### src/rtl/load_store_unit.sv
`default_nettype none
// ============================================================================
//  Module      : load_store_unit
//  Description : Single-outstanding load/store initiator for the data_memory
//                port. Decodes RV32 funct3 into byte masks and lane-replicated
//                store data, sign/zero-extends load data, waits out partial
//                store read-modify-write cycles, and rejects misaligned or
//                illegal accesses without touching memory.
//  Revision    : 1.0 - initial release
// ============================================================================
module load_store_unit #(
  parameter int width_p = 32
) (
  input  logic               clk_i,
  input  logic               reset_ni,
  // core request side
  input  logic               req_valid_i,
  output logic               req_ready_o,
  input  logic               req_we_i,
  input  logic [2:0]         req_funct3_i,
  input  logic [width_p-1:0] req_addr_i,
  input  logic [width_p-1:0] req_wdata_i,
  // core response side
  output logic               rsp_valid_o,
  output logic [width_p-1:0] rsp_rdata_o,
  output logic               rsp_error_o,
  // memory side
  output logic [width_p-1:0] mem_addr_o,
  output logic               mem_read_enable_o,
  output logic               mem_write_enable_o,
  output logic [width_p-1:0] mem_write_data_o,
  output logic [3:0]         mem_write_mask_o,
  input  logic [width_p-1:0] mem_read_data_i,
  input  logic               mem_busy_i
);

  typedef enum logic [2:0] {
    IDLE       = 3'd0,
    ISSUE      = 3'd1,
    LOAD_DATA  = 3'd2,
    STORE_WAIT = 3'd3,
    RESP       = 3'd4
  } state_t;

  state_t             r_state;
  state_t             w_state_next;

  logic               r_we;
  logic [2:0]         r_funct3;
  logic [width_p-1:0] r_addr;
  logic [3:0]         r_wmask;
  logic [width_p-1:0] r_wdata;
  logic [width_p-1:0] r_rsp_rdata;
  logic               r_rsp_error;

  logic               w_legal;
  logic               w_misaligned;
  logic               w_req_error;
  logic [3:0]         w_store_mask;
  logic [width_p-1:0] w_store_data;
  logic [7:0]         w_load_byte;
  logic [15:0]        w_load_half;
  logic [width_p-1:0] w_load_data;

  // Classify the incoming request: legal funct3 for its direction and natural alignment.
  always_comb begin
    w_legal      = 1'b0;
    w_misaligned = 1'b0;
    case (req_funct3_i)
      3'b000, 3'b001, 3'b010: w_legal = 1'b1;
      3'b100, 3'b101:         w_legal = ~req_we_i;   // unsigned variants exist for loads only
      default:                w_legal = 1'b0;
    endcase
    case (req_funct3_i[1:0])
      2'b01:   w_misaligned = req_addr_i[0];
      2'b10:   w_misaligned = (req_addr_i[1:0] != 2'b00);
      default: w_misaligned = 1'b0;
    endcase
    w_req_error = ~w_legal | w_misaligned;
  end

  // Build the byte-enable mask and lane-replicated data for a store request.
  always_comb begin
    w_store_mask = 4'b1111;
    w_store_data = req_wdata_i;
    case (req_funct3_i[1:0])
      2'b00: begin
        w_store_mask = 4'b0001 << req_addr_i[1:0];
        w_store_data = {4{req_wdata_i[7:0]}};
      end
      2'b01: begin
        w_store_mask = req_addr_i[1] ? 4'b1100 : 4'b0011;
        w_store_data = {2{req_wdata_i[15:0]}};
      end
      default: begin
        w_store_mask = 4'b1111;
        w_store_data = req_wdata_i;
      end
    endcase
  end

  // Select the addressed lane of the returned word and extend it to full width.
  always_comb begin
    w_load_byte = mem_read_data_i[{r_addr[1:0], 3'b000} +: 8];
    w_load_half = r_addr[1] ? mem_read_data_i[31:16] : mem_read_data_i[15:0];
    w_load_data = mem_read_data_i;
    case (r_funct3)
      3'b000:  w_load_data = {{24{w_load_byte[7]}}, w_load_byte};
      3'b001:  w_load_data = {{16{w_load_half[15]}}, w_load_half};
      3'b100:  w_load_data = {24'd0, w_load_byte};
      3'b101:  w_load_data = {16'd0, w_load_half};
      default: w_load_data = mem_read_data_i;
    endcase
  end

  // Advance the transaction state; reset abandons any operation in flight.
  always_ff @(posedge clk_i) begin
    if (!reset_ni) begin
      r_state <= IDLE;
    end else begin
      r_state <= w_state_next;
    end
  end

  // Next-state decode and the strobes/handshakes that depend only on state.
  always_comb begin
    w_state_next       = r_state;
    req_ready_o        = 1'b0;
    mem_read_enable_o  = 1'b0;
    mem_write_enable_o = 1'b0;
    rsp_valid_o        = 1'b0;
    case (r_state)
      IDLE: begin
        req_ready_o = reset_ni;
        if (req_valid_i) begin
          w_state_next = w_req_error ? RESP : ISSUE;
        end
      end
      ISSUE: begin
        mem_read_enable_o  = ~r_we;
        mem_write_enable_o = r_we;
        if (!r_we) begin
          w_state_next = LOAD_DATA;
        end else if (mem_busy_i) begin
          w_state_next = STORE_WAIT;
        end else begin
          w_state_next = RESP;
        end
      end
      LOAD_DATA: begin
        w_state_next = RESP;
      end
      STORE_WAIT: begin
        if (!mem_busy_i) begin
          w_state_next = RESP;
        end
      end
      RESP: begin
        rsp_valid_o  = 1'b1;
        w_state_next = IDLE;
      end
      default: begin
        w_state_next = IDLE;
      end
    endcase
  end

  // Capture the request on acceptance and update response data as it becomes final.
  always_ff @(posedge clk_i) begin
    if (!reset_ni) begin
      r_we        <= 1'b0;
      r_funct3    <= 3'd0;
      r_addr      <= '0;
      r_wmask     <= 4'd0;
      r_wdata     <= '0;
      r_rsp_rdata <= '0;
      r_rsp_error <= 1'b0;
    end else begin
      case (r_state)
        IDLE: begin
          if (req_valid_i) begin
            r_we     <= req_we_i;
            r_funct3 <= req_funct3_i;
            r_addr   <= req_addr_i;
            // Mask stays zero for loads and rejected requests so no lane is ever enabled.
            r_wmask  <= (req_we_i && !w_req_error) ? w_store_mask : 4'd0;
            r_wdata  <= (req_we_i && !w_req_error) ? w_store_data : '0;
            if (w_req_error) begin
              r_rsp_rdata <= '0;
              r_rsp_error <= 1'b1;
            end
          end
        end
        ISSUE: begin
          if (r_we && !mem_busy_i) begin
            r_rsp_rdata <= '0;
            r_rsp_error <= 1'b0;
          end
        end
        LOAD_DATA: begin
          r_rsp_rdata <= w_load_data;
          r_rsp_error <= 1'b0;
        end
        STORE_WAIT: begin
          if (!mem_busy_i) begin
            r_rsp_rdata <= '0;
            r_rsp_error <= 1'b0;
          end
        end
        default: begin
        end
      endcase
    end
  end

  assign mem_addr_o       = r_addr;
  assign mem_write_mask_o = r_wmask;
  assign mem_write_data_o = r_wdata;
  assign rsp_rdata_o      = r_rsp_rdata;
  assign rsp_error_o      = r_rsp_error;

endmodule
`default_nettype wire

### config.mk
export PLATFORM = sky130hd
export DESIGN_NAME = load_store_unit
export DESIGN_NICKNAME = d
export VERILOG_FILES = /design/src/rtl/load_store_unit.sv
export SDC_FILE = /design/constraint.sdc
export NUM_CORES = 1
export LEC_CHECK = 0
export ABC_AREA = 1
export CAP_MARGIN = 20
export CORE_MARGIN = 2
export CORE_UTILIZATION = 35
export CTS_CLUSTER_SIZE = 10
export DETAILED_ROUTE_END_ITERATION = 16
export PLACE_DENSITY = 0.73
export SETUP_SLACK_MARGIN = 0.3
export SLEW_MARGIN = 20
export SYNTH_ARGS = -nofsm -noshare
export SYNTH_HDL_FRONTEND = slang
export SYNTH_SLANG_ARGS = --single-unit
### constraint.sdc
create_clock -name clk_i -period 2.3 [get_ports clk_i]
set_input_delay 0.345 -clock clk_i [delete_from_list [all_inputs] [get_ports clk_i]]
set_output_delay 0.345 -clock clk_i [all_outputs]
set_load 0.03 [all_outputs]
==> run metrics, run 1 <==
syn avg cell area=about 7.0 sq um; initial antenna violation count=0; Synth Net Count=841; CP Class=register to output pin; clock tree buffer depth=2; top fanout value on the critical path=4; GRT busiest layer=met2; pre-CTS WS=79.55 ps; full die area=between 15000 and 20000 sq um; total track usage=0.2053; routed len/inst=between 10 and 15 microns; pwr/cell area=647.8 nW/um^2; crit path capture type=output pin; maximum vdd ir drop=approximately 0.47 mV; Rows=44; Worst-path clk slew=around 70 ps; starting DRC count in detailed routing=330; dpl cell area=about 7300 sq um; Ys Warns=0; synthesis-to-layout area growth=48.74%; H-Tree Depth=3; wirelength, routed=16200 microns; synth top area cells=dfxtp_1 (42%), nand2_1 (13%), nor2_1 (9.6%); dpl hpwl=11630 microns; layout cells sized above 1=0.08047; largest net degree at the start of global routing=about 70; LEAKAGE=between 2 and 3 nW; Psw=between 1.5 and 2 mW; number of synthesized flops with an enable pin=0; Worst-Skew Late Latency=~350 ps; IO Port Bufs=~210; TritonCTS buffer count=9; library cells used by synthesis=34; Via density=about 5; Syn Inst Count=approximately 730; CTS tree=built; GR Layer Usage met1=0.2671; DRT antenna net count=0; GR Layer Usage met3=0.06418; type of origin of the critical path=register; Min Hold Slack=about 460 ps; # setup viols final=0; # diodes=0; DRC=0; Int Pwr=between 3 and 4 mW; Tot Pwr=4.944 mW; switch share=0.3295; GP Congestion=around 0.9; final cell count without fillers=~1100; type of the tightest min-delay check=register to register; top-count cell post-synth=nand2_1; vias in the first global route=between 5000 and 6000; Root Buffer Master=clkbuf_16; Max Transition Viols Final=0; Synth top cells by count=nand2_1 (173), nor2_1 (131), dfxtp_1 (108); sequential share of the synthesized area=0.4214; normalized max-slew margin=0.4477; outcome=finished clean; Die X=125.1 microns; Max-Cap Viols=0; Worst-Margin Slew=roughly 830 ps; Clock power frac=0.300; met2 Use GR=0.3194; RSZ-0062 raised after global routing=false; Req. time, crit path=a little under 2000 ps; final hold viol count=0; total core area=around 14000 sq um; WP data arrival=~1500 ps; Core Util, Final=0.5291; final net count=slightly above 1000; setup TNS=0 ps; io pins=209; total clock sinks=~110; Final WS setup=~420 ps; Logic pwr share=0.283; GRT overflow=0; minimum clock period=about 1900 ps; maximum clock rate=533.3 MHz; Post-synth ARST share=0; #FFs+latches synth=about 110; Synth top area share=0.4214; ys flop type=dfxtp_1; R2R Setup Slk=~450 ps; Reg power frac=0.417; die height=~130 microns; post-CTS setup buffer count=0; period utilization=0.8153; dominant cell type by area after synthesis=dfxtp_1; finished layout cell area=about 7600 sq um; clk_skew=6.043 ps; Post-CTS Hold Fix Bufs=0; Vias=5522; dpl cells=1100; DR pass1 iterations=7; first-pass GRT wire length=between 20000 and 30000 microns; Mapped Area=about 5000 sq um; Initial Util=0.3557
[power by group through the flow]
stage                     sequential (mW)  clock, mW  combinational, mW
final                                2.06       1.48               1.40
after floorplan                      2.29          0              0.655
after global placement               2.10          0               1.39
after detailed placement             2.10          0               1.39
after CTS                            2.06       1.53               1.40
after global routing                 2.08       1.60               1.52
[final cells by class]
type | instances | area [sq um]
fill | 1364 | 6792
multi-input combinational | 537 | 2542
timing repair buffer | 228 | 2253
sequential | 108 | 2162
tap | 184 | 230.2
clock buffer | 12 | 246.5
clock inverter | 4 | 33.78
inverter | 43 | 163.9
[layout by cell type (no fill, tap or decap), types with 3 or more instances in the layout]
cell / instances
a21oi_1: 84
dfxtp_1: 108
ha_1: 3
nor3_1: 6
nand2_1: 173
dlygate4sd2_1: 3
inv_1: 38
a21oi_2: 10
clkdlybuf4s50_1: 204
nand3_2: 3
o21ai_0: 63
buf_4: 18
o21a_1: 3
nand2_2: 12
o211ai_1: 11
o21ai_1: 3
inv_2: 4
nor2_1: 131
nand3_1: 20
nor2_4: 3
clkbuf_16: 9
[logic make-up after synthesis]
group                    count (synthesis)  synth area share
AO/OA/AOI/OAI                          176            0.1870
adder cells (fa/ha/maj)                  3          0.007316
buffers and inverters                   89           0.08486
flip-flops                             108            0.4214
multiplexers                             2          0.003902
AND/OR/NAND/NOR                        356            0.2955
[path summary, 6_finish.rpt]
check,from,endpoint,cells past startpoint
max,r_state[0],req_ready_o,4
min,mem_write_mask_o[3],mem_write_mask_o[3],2
max reg2reg,r_funct3[1],rsp_rdata_o[5],6
min reg2reg,mem_write_mask_o[3],mem_write_mask_o[3],2
[per-layer routing]
metal	vias up	share of wire
li1	2758	-
met1	2513	0.43
met2	228	0.45
met3	23	0.094
met4	0	0.024
met5	-	0
[sequential cells by signal, indices dropped and copies added, names as in the netlist]
| register | count |
|---|---|
| mem_addr_o | 32 |
| mem_write_data_o | 32 |
| mem_write_mask_o | 4 |
| r_funct3 | 3 |
| r_state | 3 |
| r_we | 1 |
| rsp_error_o | 1 |
| rsp_rdata_o | 32 |
[timing repair]
| action | CTS | global route |
|---|---|---|
| endpoints found under the setup margin | 4 | 24 |
| cloned | 0 | 0 |
| resized for setup | 4 | 2 |
| hold endpoints to repair | 0 | 0 |
| pin swaps | 0 | 0 |
[worst max-delay path: stages (launching register included)]
cell,delay [ps]
dfxtp_1,360
nor2_4,180
nand2_4,90
nor2_1,160
clkdlybuf4s15_1,390
Note: power is estimated with default switching activity, not from simulation.
==> run 2: changes to the inputs <==
--- a/config.mk
+++ b/config.mk
@@ -11,7 +11,7 @@
 export CORE_UTILIZATION = 35
 export CTS_CLUSTER_SIZE = 10
 export DETAILED_ROUTE_END_ITERATION = 16
-export PLACE_DENSITY = 0.73
+export PLACE_DENSITY = 0.76
 export SETUP_SLACK_MARGIN = 0.3
 export SLEW_MARGIN = 20
 export SYNTH_ARGS = -nofsm -noshare
==> constraint.sdc (replaced) <==
create_clock -name clk_i -period 1.6 [get_ports clk_i]
set_input_delay 0.24 -clock clk_i [delete_from_list [all_inputs] [get_ports clk_i]]
set_output_delay 0.24 -clock clk_i [all_outputs]
set_load 0.03 [all_outputs]
==> run 2 against run 1 <==
Effect of this change: clock skew is 1.1 ps higher; clock power up 54%; critical path depth is 5 higher; critical path type is now register to register; core utilization rose by 10 points; power is 64% higher; design area up 19%; highest routed layer unchanged; hold slack got worse by 130 ps; die area stayed put; setup slack got worse by 420 ps; global-route usage rose by 1.6 points; sequential cell count is the same.
==> run metrics, run 2 (synthesis results as in run 1) <==
outcome=finished clean; WP data arrival=roughly 1900 ps; routed len/inst=between 15 and 20 microns; top fanout value on the critical path=5; RSZ-0062 raised after global routing=true; type of origin of the critical path=register; normalized max-slew margin=0.6323; CTS tree=built; layout cells sized above 1=0.3744; DRT antenna net count=0; maximum vdd ir drop=around 0.75 mV; wirelength, routed=roughly 19000 microns; TritonCTS buffer count=9; DRC=0; commonest non-fill, non-tap cell in the layout=nand2_1; reg-to-reg critical path startpoint=r_state[1]; reg-to-reg endpoint=rsp_rdata_o[24]; Root Buffer Master=clkbuf_16; largest net degree at the start of global routing=49; full die area=between 15000 and 20000 sq um; clock tree buffer depth=2; first-pass GRT wire length=roughly 28000 microns; total track usage=0.2209; maximum clock rate=~630 MHz; R2R Setup Slk=~9.6 ps; dpl cell area=between 7000 and 8000 sq um; minimum clock period=about 1600 ps; CP Class=register to register; DR pass1 iterations=5; commonest cells after routing, fill and taps aside=nand2_1 (146), nor2_1 (119), dfxtp_1 (102); IO Port Bufs=about 210; Max Transition Viols Final=0; # fillers=~1200; cells on worst reg2reg path=9; Worst-Margin Slew=551.6 ps; synthesis-to-layout area growth=77.27%; setup TNS=0 ps; final hold viol count=0; Rows=44; Vias=just over 6000; crit path capture type=register; type of the tightest min-delay check=input pin to register; die height=between 100 and 150 microns; starting DRC count in detailed routing=between 400 and 500; Core Util, Final=0.6306; CP Launch Point=r_state[1]; Req. time, crit path=approximately 1900 ps; initial antenna violation count=1; GRT overflow=0; vias in the first global route=5491; Via density=5.107; LEAKAGE=roughly 3.6 nW; finished layout cell area=between 9000 and 10000 sq um; total clock sinks=around 110; GP Congestion=0.9395; pwr/cell area=approximately 890 nW/um^2; H-Tree Depth=3; Worst-Skew Late Latency=around 360 ps; pre-CTS WS=-402.2 ps; Initial Util=0.3557; clk_skew=roughly 7 ps; Worst-path clk slew=70 ps; period utilization=0.9940; Die X=around 130 microns; CP endpoint=rsp_rdata_o[24]; Final WS setup=between 9 and 10 ps; dpl hpwl=~12000 microns; # setup viols final=0; final net count=roughly 1100; total core area=about 14000 sq um; Max-Cap Viols=0; io pins=209
run 2: cell count changes in the layout (fill, tap and decap cells not counted), moves of 11 or more:
| cell | delta |
|---|---|
| clkdlybuf4s50_1 | -105 |
| clkdlybuf4s15_2 | +94 |
| buf_4 | +40 |
| o21ai_0 | -37 |
| a21oi_1 | -35 |
| a21oi_2 | +35 |
| o21ai_2 | +29 |
| nand2_1 | -27 |
| buf_6 | +16 |
| nand2_4 | +16 |
| nor2_1 | -12 |
| nand2_2 | +11 |
run 2: routing by layer:
| metal | vias up | GRT usage | wire [microns] |
|---|---|---|---|
| met1 | 2819 | 0.2744 | 7689 |
| met5 | - | 0 | 0 |
| met2 | 290 | 0.3609 | 9291 |
| li1 | 2895 | - | - |
| met4 | 0 | 0.07516 | 485 |
| met3 | 43 | 0.07317 | 1708 |
run 2: how the worst min path moves through the flow:
stage / startpoint / end / slack (ps) / cells past startpoint
global placement: rsp_rdata_o[4] / rsp_rdata_o[4] / 450 / 2
floorplan: req_addr_i[10] / mem_addr_o[10] / 370 / 2
global route: req_funct3_i[1] / r_funct3[1] / 350 / 4
detailed placement: rsp_rdata_o[22] / rsp_rdata_o[22] / 450 / 2
finish: req_funct3_i[1] / r_funct3[1] / 340 / 4
CTS: req_funct3_i[1] / r_funct3[1] / 330 / 4
run 2: area by class of cell:
class / instances / area [sq um] / area share
diodes: 1 / 2.502 / 0.0002751
clock buffers: 12 / 246.5 / 0.02710
clock inverters: 3 / 46.29 / 0.005089
inverters: 43 / 166.4 / 0.01829
multi-input cells: 537 / 3104 / 0.3413
flip-flops and latches: 108 / 2177 / 0.2393
well taps: 184 / 230.2 / 0.02531
repair buffers: 296 / 3123 / 0.3433
run 2: what timing repair did:
| action | in CTS | in global routing |
|---|---|---|
| hold buffers | 0 | 0 |
| endpoints found under the setup margin | 208 | 117 |
| resized for setup | 370 | 176 |
| buffers inserted | 14 | 10 |
| pin swaps | 12 | 60 |
| gates cloned | 3 | 5 |
run 2: through the flow:
stage                     power (mW)  std cells  hold slack, ps
final                          8.097       1184           336.9
after global routing           8.446       1184           346.2
after CTS                      7.631       1168           326.2
after detailed placement       5.193       1136           452.3
after global placement         5.185       1136           447.6
after floorplan                4.238        734           374.9
run 2: report_power, final:
group	switching [mW]	total, mW	internal (mW)
logic	1.55	2.82	1.27
registers	0.136	2.99	2.86
clock network	1.03	2.28	1.26
total	2.71	8.10	5.39
run 2: critical path: stages, from the launching register on:
cell and delay [ps]:
dfxtp_4 370, nor2_4 200, nand3_2 130, nand3_2 100, nor2_1 50, buf_4 160
nand2_8 120, clkbuf_16 160, nand2_1 70, a21oi_2 160
==> run 3: changes to the inputs <==
--- a/config.mk
+++ b/config.mk
@@ -8,10 +8,11 @@
 export ABC_AREA = 1
 export CAP_MARGIN = 20
 export CORE_MARGIN = 2
-export CORE_UTILIZATION = 35
+export CORE_UTILIZATION = 40
+export CTS_BUF_LIST = sky130_fd_sc_hd__clkbuf_2 sky130_fd_sc_hd__clkbuf_4 sky130_fd_sc_hd__clkbuf_8
 export CTS_CLUSTER_SIZE = 10
 export DETAILED_ROUTE_END_ITERATION = 16
-export PLACE_DENSITY = 0.76
+export PLACE_DENSITY = 0.84
 export SETUP_SLACK_MARGIN = 0.3
 export SLEW_MARGIN = 20
 export SYNTH_ARGS = -nofsm -noshare
==> run 3 against run 2 <==
Effect of this change: sequential cell count unchanged; die area down 12%; clock power down 19%; critical path depth unchanged; design area down 7.0%; register-to-register slack better by 70 ps; via count down 0.46%.
==> run metrics, run 3 (synthesis results as in run 1) <==
Max Transition Viols Final=0; final hold viol count=0; DRT antenna net count=0; Root Buffer Master=clkbuf_8; Core Util, Final=0.6732; routed len/inst=16.10 microns; total clock sinks=~110; CTS tree=built; pwr/cell area=872.1 nW/um^2; initial antenna violation count=0; GP Congestion=0.9216; commonest non-fill, non-tap cell in the layout=nand2_1; Die X=roughly 120 microns; crit path capture type=register; clk_skew=slightly above 20 ps; IO Port Bufs=208; Logic pwr share=0.348; layout cells sized above 1=0.3007; setup TNS=0 ps; die height=117.3 microns; RSZ-0062 raised after global routing=true; final net count=1094; Worst-Margin Slew=roughly 420 ps; top fanout value on the critical path=6; dpl hpwl=between 10000 and 15000 microns; Vias=around 6000; Int Pwr=4.820 mW; Worst-Skew Late Latency=a little under 400 ps; period utilization=0.9532; Final WS setup=74.94 ps; # diodes=0; total core area=roughly 13000 sq um; WP data arrival=between 1500 and 2000 ps; TritonCTS buffer count=9; type of the tightest min-delay check=input pin to register; normalized max-slew margin=0.7196; Psw=~2.6 mW; Via density=5.175; H-Tree Depth=3; io pins=~210; first-pass GRT wire length=between 20000 and 30000 microns; commonest cells after routing, fill and taps aside=nand2_1 (164), nor2_1 (116), dfxtp_1 (102); Req. time, crit path=1920 ps; type of origin of the critical path=register; pre-CTS WS=-526.6 ps; CP Class=register to register; starting DRC count in detailed routing=620; # setup viols final=0; DR pass1 iterations=5; total track usage=0.2580; full die area=13750 sq um; Post-CTS Hold Fix Bufs=0; minimum clock period=1525 ps; Rows=roughly 40; vias in the first global route=5702; maximum clock rate=around 660 MHz; GRT overflow=0; clock tree buffer depth=2; Reg power frac=0.402; wirelength, routed=roughly 19000 microns; DRC=0; Initial Util=0.4083; LEAKAGE=between 3 and 4 nW; switch share=0.3468; Max-Cap Viols=0; outcome=finished clean; largest net degree at the start of global routing=33; Clock power frac=0.250; Worst-path clk slew=about 110 ps; synthesis-to-layout area growth=64.89%; maximum vdd ir drop=0.6566 mV
[run 3: final timing paths]
| path | end | depth (start not counted) | startpoint | slack [ps] |
|---|---|---|---|---|
| max reg2reg | mem_write_data_o[3] | 9 | r_state[1] | 70 |
| min | mem_write_data_o[18] | 5 | req_funct3_i[1] | 230 |
| max | mem_write_data_o[3] | 9 | r_state[1] | 70 |
| min reg2reg | rsp_rdata_o[27] | 2 | rsp_rdata_o[27] | 470 |
[run 3: timing repair]
| item | CTS | global route |
|---|---|---|
| cloned | 4 | 5 |
| pin swaps | 9 | 19 |
| setup endpoints to repair | 210 | 173 |
| gates resized for setup | 381 | 97 |
| buffers inserted | 14 | 3 |
[run 3: area by class of cell]
class,count,area [sq um]
clock buffers,9,123.9
well taps,172,215.2
repair buffers,285,2841
clock inverters,6,87.58
flip-flops and latches,108,2175
multi-input cells,540,2846
fillers,975,4108
inverters,43,171.4
[run 3: per-stage QoR]
stage / area (sq um) / hold WS, ps / cells / total power, mW
3_3_place_gp: 7684 / 447.9 / 1122 / 5.137
3_5_place_dp: 7684 / 454.8 / 1122 / 5.164
4_1_cts: 8213 / 309.9 / 1155 / 7.153
5_1_grt: 8461 / 243.5 / 1163 / 7.686
2_1_floorplan: 5159 / 374.9 / 734 / 4.238
6_report: 8461 / 228.5 / 1163 / 7.378
[run 3: critical path, cell delays in order (launching register included)]
cell and delay (ps):
dfxtp_4 380, nor2_4 160, nand2_4 110, nor2_8 150, inv_8 60, nor2_4 120, buf_12 150, clkbuf_16 160
nand2_1 60, a21oi_1 120
[run 3: per-layer routing]
layer | track usage | up-vias | share of wire
li1 | - | 2875 | -
met1 | 0.3120 | 2748 | 0.39
met2 | 0.4287 | 338 | 0.48
met5 | 0 | - | 0
met4 | 0.1208 | 0 | 0.034
met3 | 0.06746 | 58 | 0.094
[run 3: power by group through the flow]
stage | registers [mW] | logic [mW] | clock network (mW)
after floorplan | 3.29 | 0.952 | 0
after global placement | 3.01 | 2.12 | 0
after detailed placement | 3.02 | 2.15 | 0
after CTS | 2.96 | 2.33 | 1.86
after global routing | 2.99 | 2.72 | 1.98
final | 2.97 | 2.56 | 1.85
